## src/rtl/cpu_pkg.sv

```systemverilog
// Shared definitions for the multi-cycle CPU control path: opcode
// constants, FSM state encoding, instruction class encoding, ALUOp and
// pc_src codes, and the bundle of datapath control strobes.
package cpu_pkg;

    localparam int unsigned OPC_W    = 11;
    localparam int unsigned CB_PFX_W = 8;
    localparam int unsigned B_PFX_W  = 6;
    localparam int unsigned STATE_W  = 3;
    localparam int unsigned CLASS_W  = 3;

    // Full-width opcodes
    localparam logic [OPC_W-1:0] OPC_LDUR = 11'b11111000010;
    localparam logic [OPC_W-1:0] OPC_STUR = 11'b11111000000;
    localparam logic [OPC_W-1:0] OPC_ADD  = 11'b10001011000;
    localparam logic [OPC_W-1:0] OPC_SUB  = 11'b11001011000;
    localparam logic [OPC_W-1:0] OPC_AND  = 11'b10001010000;
    localparam logic [OPC_W-1:0] OPC_ORR  = 11'b10101010000;
    localparam logic [OPC_W-1:0] OPC_HALT = 11'b11111111111;

    // Prefix-matched opcodes (low bits belong to the immediate)
    localparam logic [CB_PFX_W-1:0] OPC_CBZ_PFX  = 8'b10110100;
    localparam logic [CB_PFX_W-1:0] OPC_CBNZ_PFX = 8'b10110101;
    localparam logic [B_PFX_W-1:0]  OPC_B_PFX    = 6'b000101;

    typedef enum logic [STATE_W-1:0] {
        ST_FETCH  = 3'd0,
        ST_DECODE = 3'd1,
        ST_EXEC   = 3'd2,
        ST_MEM    = 3'd3,
        ST_WB     = 3'd4,
        ST_HALT   = 3'd5
    } state_t;

    typedef enum logic [CLASS_W-1:0] {
        CLS_NOP   = 3'd0,
        CLS_LDUR  = 3'd1,
        CLS_STUR  = 3'd2,
        CLS_RTYPE = 3'd3,
        CLS_CBZ   = 3'd4,
        CLS_CBNZ  = 3'd5,
        CLS_B     = 3'd6,
        CLS_HALT  = 3'd7
    } inst_class_t;

    localparam logic [1:0] ALUOP_ADD    = 2'b00;
    localparam logic [1:0] ALUOP_PASSB  = 2'b01;
    localparam logic [1:0] ALUOP_FUNCT  = 2'b10;

    localparam logic [1:0] PCSRC_SEQ    = 2'b00;
    localparam logic [1:0] PCSRC_BRANCH = 2'b01;

    // Datapath control strobes driven by the controller
    typedef struct packed {
        logic       pc_write;
        logic       ir_write;
        logic [1:0] pc_src;
        logic       reg2loc;
        logic       mem_read;
        logic       mem_write;
        logic       mem_to_reg;
        logic       alu_src;
        logic       reg_write;
        logic [1:0] alu_op;
    } ctrl_t;

    function automatic logic is_rtype(input logic [OPC_W-1:0] opc);
        return (opc == OPC_ADD) || (opc == OPC_SUB) ||
               (opc == OPC_AND) || (opc == OPC_ORR);
    endfunction

endpackage

```

## src/rtl/cpu_inst_decode.sv

```systemverilog
// Combinational opcode classifier.
// Ports:
//   inst31_21  - opcode field of the instruction register
//   inst_class - instruction class (anything unrecognised is CLS_NOP)
module cpu_inst_decode
    import cpu_pkg::*;
(
    input  logic [OPC_W-1:0] inst31_21,
    output inst_class_t      inst_class
);

    // Exact opcodes first, then prefix matches for branch immediates
    always_comb begin
        inst_class = CLS_NOP;
        if (inst31_21 == OPC_LDUR) begin
            inst_class = CLS_LDUR;
        end else if (inst31_21 == OPC_STUR) begin
            inst_class = CLS_STUR;
        end else if (is_rtype(inst31_21)) begin
            inst_class = CLS_RTYPE;
        end else if (inst31_21[OPC_W-1 -: CB_PFX_W] == OPC_CBZ_PFX) begin
            inst_class = CLS_CBZ;
        end else if (inst31_21[OPC_W-1 -: CB_PFX_W] == OPC_CBNZ_PFX) begin
            inst_class = CLS_CBNZ;
        end else if (inst31_21[OPC_W-1 -: B_PFX_W] == OPC_B_PFX) begin
            inst_class = CLS_B;
        end else if (inst31_21 == OPC_HALT) begin
            inst_class = CLS_HALT;
        end
    end

endmodule

```

## src/rtl/cpu_mc_ctrl.sv

```systemverilog
// Multi-cycle CPU main controller (FETCH/DECODE/EXEC/MEM/WB/HALT).
// Optional feature macro: CPU_MC_MEMWAIT_EN -- MEM waits for mem_ready with
// a MEM_TIMEOUT-cycle abort (mem_err pulse); otherwise MEM is one cycle.
// Ports:
//   clk, rst        - clock, synchronous active-high reset
//   inst31_21       - opcode field, sampled only in DECODE
//   zero            - ALU zero flag (used by CBZ/CBNZ in EXEC)
//   mem_ready       - data memory access complete
//   pc_write, ir_write, pc_src            - PC/IR control
//   Reg2Loc, MemRead, MemWrite, MemtoReg, ALUSrc, RegWrite, ALUOp - datapath
//   halted, mem_err, state                - status / debug view
module cpu_mc_ctrl
    import cpu_pkg::*;
#(
    parameter int unsigned MEM_TIMEOUT = 15
) (
    input  logic             clk,
    input  logic             rst,
    input  logic [OPC_W-1:0] inst31_21,
    input  logic             zero,
    input  logic             mem_ready,
    output logic             pc_write,
    output logic             ir_write,
    output logic [1:0]       pc_src,
    output logic             Reg2Loc,
    output logic             MemRead,
    output logic             MemWrite,
    output logic             MemtoReg,
    output logic             ALUSrc,
    output logic             RegWrite,
    output logic [1:0]       ALUOp,
    output logic             halted,
    output logic             mem_err,
    output logic [STATE_W-1:0] state
);

    state_t      state_q, state_d;
    inst_class_t class_q, dec_class, cur_class;
    ctrl_t       ctrl_c, ctrl_out;
    logic        halt_c;

    cpu_inst_decode u_dec (
        .inst31_21  (inst31_21),
        .inst_class (dec_class)
    );

    // DECODE acts on the live classification; later states use the latched one
    assign cur_class = (state_q == ST_DECODE) ? dec_class : class_q;

`ifdef CPU_MC_MEMWAIT_EN
    localparam int unsigned CNT_W = (MEM_TIMEOUT == 0) ? 1 : $clog2(MEM_TIMEOUT + 1);

    logic [CNT_W-1:0] wait_q, wait_d;
    logic             err_c;
    logic             mem_abort_c;

    // Counter has hit the limit: this MEM cycle is the abort cycle
    assign mem_abort_c = (state_q == ST_MEM) && (wait_q == CNT_W'(MEM_TIMEOUT));
`else
    logic unused_c;
    assign unused_c = ^{mem_ready, 32'(MEM_TIMEOUT)};
`endif

    // State, class and wait-counter registers
    always_ff @(posedge clk) begin
        if (rst) begin
            state_q <= ST_FETCH;
            class_q <= CLS_NOP;
`ifdef CPU_MC_MEMWAIT_EN
            wait_q  <= '0;
`endif
        end else begin
            state_q <= state_d;
            if (state_q == ST_DECODE) begin
                class_q <= dec_class;
            end
`ifdef CPU_MC_MEMWAIT_EN
            wait_q  <= wait_d;
`endif
        end
    end

    // Next state and Moore control decode
    always_comb begin
        state_d = state_q;
        ctrl_c  = '0;
        halt_c  = 1'b0;
`ifdef CPU_MC_MEMWAIT_EN
        wait_d  = wait_q;
        err_c   = 1'b0;
`endif
        case (state_q)
            ST_FETCH: begin
                ctrl_c.ir_write = 1'b1;
                ctrl_c.pc_write = 1'b1;
                ctrl_c.pc_src   = PCSRC_SEQ;
                state_d         = ST_DECODE;
            end
            ST_DECODE: begin
                case (cur_class)
                    CLS_HALT: state_d = ST_HALT;
                    CLS_B: begin
                        ctrl_c.pc_write = 1'b1;
                        ctrl_c.pc_src   = PCSRC_BRANCH;
                        state_d         = ST_FETCH;
                    end
                    CLS_NOP: state_d = ST_FETCH;
                    default: state_d = ST_EXEC;
                endcase
            end
            ST_EXEC: begin
                case (cur_class)
                    CLS_RTYPE: begin
                        ctrl_c.alu_src = 1'b0;
                        ctrl_c.alu_op  = ALUOP_FUNCT;
                        ctrl_c.reg2loc = 1'b0;
                        state_d        = ST_WB;
                    end
                    CLS_LDUR, CLS_STUR: begin
                        ctrl_c.alu_src = 1'b1;
                        ctrl_c.alu_op  = ALUOP_ADD;
                        state_d        = ST_MEM;
                    end
                    CLS_CBZ, CLS_CBNZ: begin
                        ctrl_c.reg2loc = 1'b1;
                        ctrl_c.alu_op  = ALUOP_PASSB;
                        if ((cur_class == CLS_CBZ) ? zero : !zero) begin
                            ctrl_c.pc_write = 1'b1;
                            ctrl_c.pc_src   = PCSRC_BRANCH;
                        end
                        state_d = ST_FETCH;
                    end
                    default: state_d = ST_FETCH;
                endcase
            end
            ST_MEM: begin
`ifdef CPU_MC_MEMWAIT_EN
                if (mem_abort_c) begin
                    // Abort: strobes dropped, no writeback
                    err_c   = 1'b1;
                    wait_d  = '0;
                    state_d = ST_FETCH;
                end else begin
                    ctrl_c.mem_read  = (cur_class == CLS_LDUR);
                    ctrl_c.mem_write = (cur_class == CLS_STUR);
                    ctrl_c.reg2loc   = (cur_class == CLS_STUR);
                    if (mem_ready) begin
                        wait_d  = '0;
                        state_d = (cur_class == CLS_LDUR) ? ST_WB : ST_FETCH;
                    end else begin
                        wait_d  = wait_q + CNT_W'(1);
                    end
                end
`else
                ctrl_c.mem_read  = (cur_class == CLS_LDUR);
                ctrl_c.mem_write = (cur_class == CLS_STUR);
                ctrl_c.reg2loc   = (cur_class == CLS_STUR);
                state_d          = (cur_class == CLS_LDUR) ? ST_WB : ST_FETCH;
`endif
            end
            ST_WB: begin
                ctrl_c.reg_write  = 1'b1;
                ctrl_c.mem_to_reg = (cur_class == CLS_LDUR);
                state_d           = ST_FETCH;
            end
            ST_HALT: begin
                halt_c = 1'b1;
            end
            default: state_d = ST_FETCH;
        endcase
    end

    // Everything reads as zero while reset is asserted
    assign ctrl_out = rst ? '0 : ctrl_c;

    assign pc_write = ctrl_out.pc_write;
    assign ir_write = ctrl_out.ir_write;
    assign pc_src   = ctrl_out.pc_src;
    assign Reg2Loc  = ctrl_out.reg2loc;
    assign MemRead  = ctrl_out.mem_read;
    assign MemWrite = ctrl_out.mem_write;
    assign MemtoReg = ctrl_out.mem_to_reg;
    assign ALUSrc   = ctrl_out.alu_src;
    assign RegWrite = ctrl_out.reg_write;
    assign ALUOp    = ctrl_out.alu_op;
    assign halted   = !rst && halt_c;
    assign state    = rst ? STATE_W'(0) : state_q;

`ifdef CPU_MC_MEMWAIT_EN
    assign mem_err  = !rst && err_c;
`else
    assign mem_err  = 1'b0;
`endif

endmodule

```

## config.mk

```make
export PLATFORM = sky130hd
export DESIGN_NAME = cpu_mc_ctrl
export DESIGN_NICKNAME = d
export VERILOG_FILES = /design/src/rtl/cpu_pkg.sv /design/src/rtl/cpu_inst_decode.sv /design/src/rtl/cpu_mc_ctrl.sv
export SDC_FILE = /design/constraint.sdc
export NUM_CORES = 1
export LEC_CHECK = 0
export CORE_MARGIN = 2
export CORE_UTILIZATION = 40
export CTS_CLUSTER_DIAMETER = 80
export DETAILED_ROUTE_END_ITERATION = 6
export PLACE_DENSITY = 0.82
export REMOVE_ABC_BUFFERS = 1
export SYNTH_ARGS = -nofsm -noshare
export SYNTH_HDL_FRONTEND = slang
export SYNTH_HIERARCHICAL = 1
export SYNTH_SLANG_ARGS = --single-unit
```

## constraint.sdc

```tcl
create_clock -name clk -period 2.9 [get_ports clk]
set_clock_uncertainty 0.05 [all_clocks]
set_input_delay 0.58 -clock clk [delete_from_list [all_inputs] [get_ports clk]]
set_output_delay 0.58 -clock clk [all_outputs]
set_load 0.01 [all_outputs]
```

==> results of run 1 <==
[through the flow]
stage / setup TNS (ns) / setup slack, ns / cell area, sq um
2_1_floorplan: 0 / 0.224 / 637
3_3_place_gp: -4.55 / -0.723 / 1090
3_5_place_dp: -5.21 / -0.886 / 1090
4_1_cts: -0.0758 / -0.0758 / 1160
5_1_grt: -0.133 / -0.0799 / 1200
6_report: -0.0363 / -0.0363 / 1200
[cells in the mapped netlist, types with 2 or more instances]
| cell | n | share of area |
|---|---|---|
| dfxtp_1 | 6 | 0.18 |
| nor4b_1 | 2 | 0.026 |
| nor2_1 | 9 | 0.049 |
| mux2i_1 | 4 | 0.059 |
| buf_6 | 2 | 0.033 |
| nor4_1 | 5 | 0.046 |
| a211o_1 | 2 | 0.026 |
| or4_1 | 2 | 0.022 |
| nand2_1 | 3 | 0.016 |
| nor3_1 | 5 | 0.037 |
| or2b_1 | 2 | 0.022 |
| inv_1 | 4 | 0.022 |
| a21o_1 | 2 | 0.022 |
| a31oi_1 | 3 | 0.027 |
| clkbuf_1 | 2 | 0.011 |
| buf_4 | 2 | 0.022 |
| nor2b_1 | 3 | 0.027 |
| nand2b_1 | 4 | 0.037 |
| xnor2_1 | 3 | 0.038 |
| nand4_1 | 2 | 0.018 |
| and3_1 | 2 | 0.018 |
| nand3_1 | 3 | 0.022 |
| a21oi_1 | 3 | 0.022 |
[path summary, 6_finish.rpt]
path,to,slack [ns],cells after the start,startpoint
min,class_q[2]$_SDFF_PP0_,0.60,2,class_q[2]$_SDFF_PP0_
max,Reg2Loc,-0.04,9,inst31_21[10]
max reg2reg,state_q[2]$_SDFFE_PP0P_,0.89,7,state_q[0]$_SDFFE_PP0P_
min reg2reg,class_q[2]$_SDFF_PP0_,0.60,2,class_q[2]$_SDFF_PP0_
[cell families (layout without fill, tap and decap cells)]
logic type | Yosys count | after routing | share of synthesized area
mux | 5 | 5 | 0.0916
simple gates | 47 | 47 | 0.401
flops | 6 | 6 | 0.176
buf+inv | 11 | 59 | 0.0952
compound gates | 18 | 18 | 0.192
xor+xnor | 3 | 3 | 0.0385
other cells | 1 | 2 | 0.00549
[critical path, cell delays in order]
cell	delay, ns
buf_6	0.07
nand4_1	0.13
or3_4	0.42
a21oi_2	0.15
a211o_1	0.15
mux2i_2	0.09
or4_4	0.44
a21oi_2	0.13
buf_2	0.14
[area by class of cell]
type	count	share of cell area
inverters	4	0.0125
multi-input cells	75	0.503
clock buffers	3	0.0187
flip-flops and latches	6	0.0997
well taps	16	0.0166
repair buffers	52	0.350
[sequential cells by signal, summed over array words and instances, names as in the netlist]
register / flops
class_q: 3
state_q: 3
[layer usage]
metal	vias up	routed length [um]	track usage
li1	439	-	-
met5	-	0	0
met3	0	172	0.0560
met1	446	1040	0.337
met2	43	1360	0.446
met4	0	0	0.0588
[timing repair]
item,4_1_cts,5_1_grt
pin swaps,16,12
hold buffers,0,0
buffers inserted,2,2
hold endpoints to repair,0,0
gates cloned,0,0
resized for setup,78,16
setup endpoints to repair,7,7
[power groups by stage]
stage          Sequential (W)  Clock [W]  Combinational, W
6_report            0.0000853  0.0000783         0.0000836
3_5_place_dp        0.0000866          0         0.0000744
5_1_grt             0.0000854  0.0000858         0.0000881
2_1_floorplan       0.0000878          0         0.0000256
4_1_cts             0.0000852  0.0000802         0.0000779
3_3_place_gp        0.0000867          0         0.0000730
==> impl_metrics.ini, run 1 <==
[status]
status = finished, violations left
violations = setup timing

[yosys]
synth_edf_count = 0
synth_flop_cell = dfxtp_1
avgSynthCellArea_sq_um = 7.51
ys_seq_area_frac = 0.176
syn_inst = 91
synth_cell_types = 39
yosysWarnings = 6
synth-async-reset-ratio = 0
ys_ff_latch = 6
syn_area_sq_um = 683

[floorplan]
core-area_sq_mm = 0.00156
num_rows = 14
io-pin-count = 32
dieArea_sq_mm = 0.00205
die_x_um = 45.3
start_util = 0.438
die_h_um = 45.3

[sta]
max_freq_mhz = 341
setup_viol = 1
whs_ns = 0.601
min_period_over_period = 1.01
slew_violations = 0
hold_viol_final = 0
period_needed_ns = 2.94
grt_setup_unrepaired = true
finalWorstSetupSlack_ns = -0.0363

[setup_path]
cp.required_ns = 2.27
end_kind = primary output
critPathArrivalTime_ns = 2.31
criticalPathCategory = input pin to primary output
crit_fanout = 2
cp-start-kind = input pin

[placement]
dpl.cell_count = 149
port_buffers = 28
gp_congestion = 0.920
dp_hpwl_um = 1720

[clock_network]
clock_latency_ns = 0.25
cts_buffer_depth = 2
cts_sinks = 6
tritoncts = yes
clk_pin_slew_ns = 0.04
cts_buffers = 3
cts_root_buf = clkbuf_4
htreeDepth = 1

[grt]
grt.overflow.total = 0
antenna_found_initial = 0
grt_usage = 0.262
grt_pass1_wl_um = 3870
grt_pass1_vias = 870
grt_max_degree = 16

[power]
switching_share = 0.289
power.density_mw_per_mm2 = 205
p_total_w = 0.000247
p_seq_frac = 0.345
p_sw_w = 0.0000715
p_leak_nw = 0.526
clock_power_share = 0.317
ir_drop_v = 0.000323
p_comb_frac = 0.338
p_int_w = 0.000176

[route]
viasPerCell = 5.95
drc_errors = 0
vias = 928
routed_wirelength_um = 2580
dr.pass1.iters = 4
drtIter0Drc = 30
avgRoutedWirePerCell_um = 16.5
final_antenna_net_count = 0

[cells_and_area]
multi_input_area_sq_um = 606
layout_common_cells = buf_4, clkdlybuf4s50_1, nor2_1, buf_2
final_common_cell = buf_4
fin_nets = 157
regArea_sq_um = 120
instances_no_fill = 156
diodes = 0
syn_to_final_growth_pct = 76.4
fillers = 118
utilization = 0.773
drive_gt1_frac = 0.450

[flow_run]
max_cap_viol_count = 0

[hold_path]
min_path_type = register to register
Power figures use the tool's default switching activity.
==> run 2, diff against run 1 <==
--- a/config.mk
+++ b/config.mk
@@ -7,7 +7,7 @@
 export LEC_CHECK = 0
 export CORE_MARGIN = 2
 export CORE_UTILIZATION = 40
-export CTS_CLUSTER_DIAMETER = 80
+export CTS_CLUSTER_DIAMETER = 200
 export DETAILED_ROUTE_END_ITERATION = 6
 export PLACE_DENSITY = 0.82
 export REMOVE_ABC_BUFFERS = 1
==> results of run 2 <==
No change in the layout: final DEF, timing and power equal those of run 1.
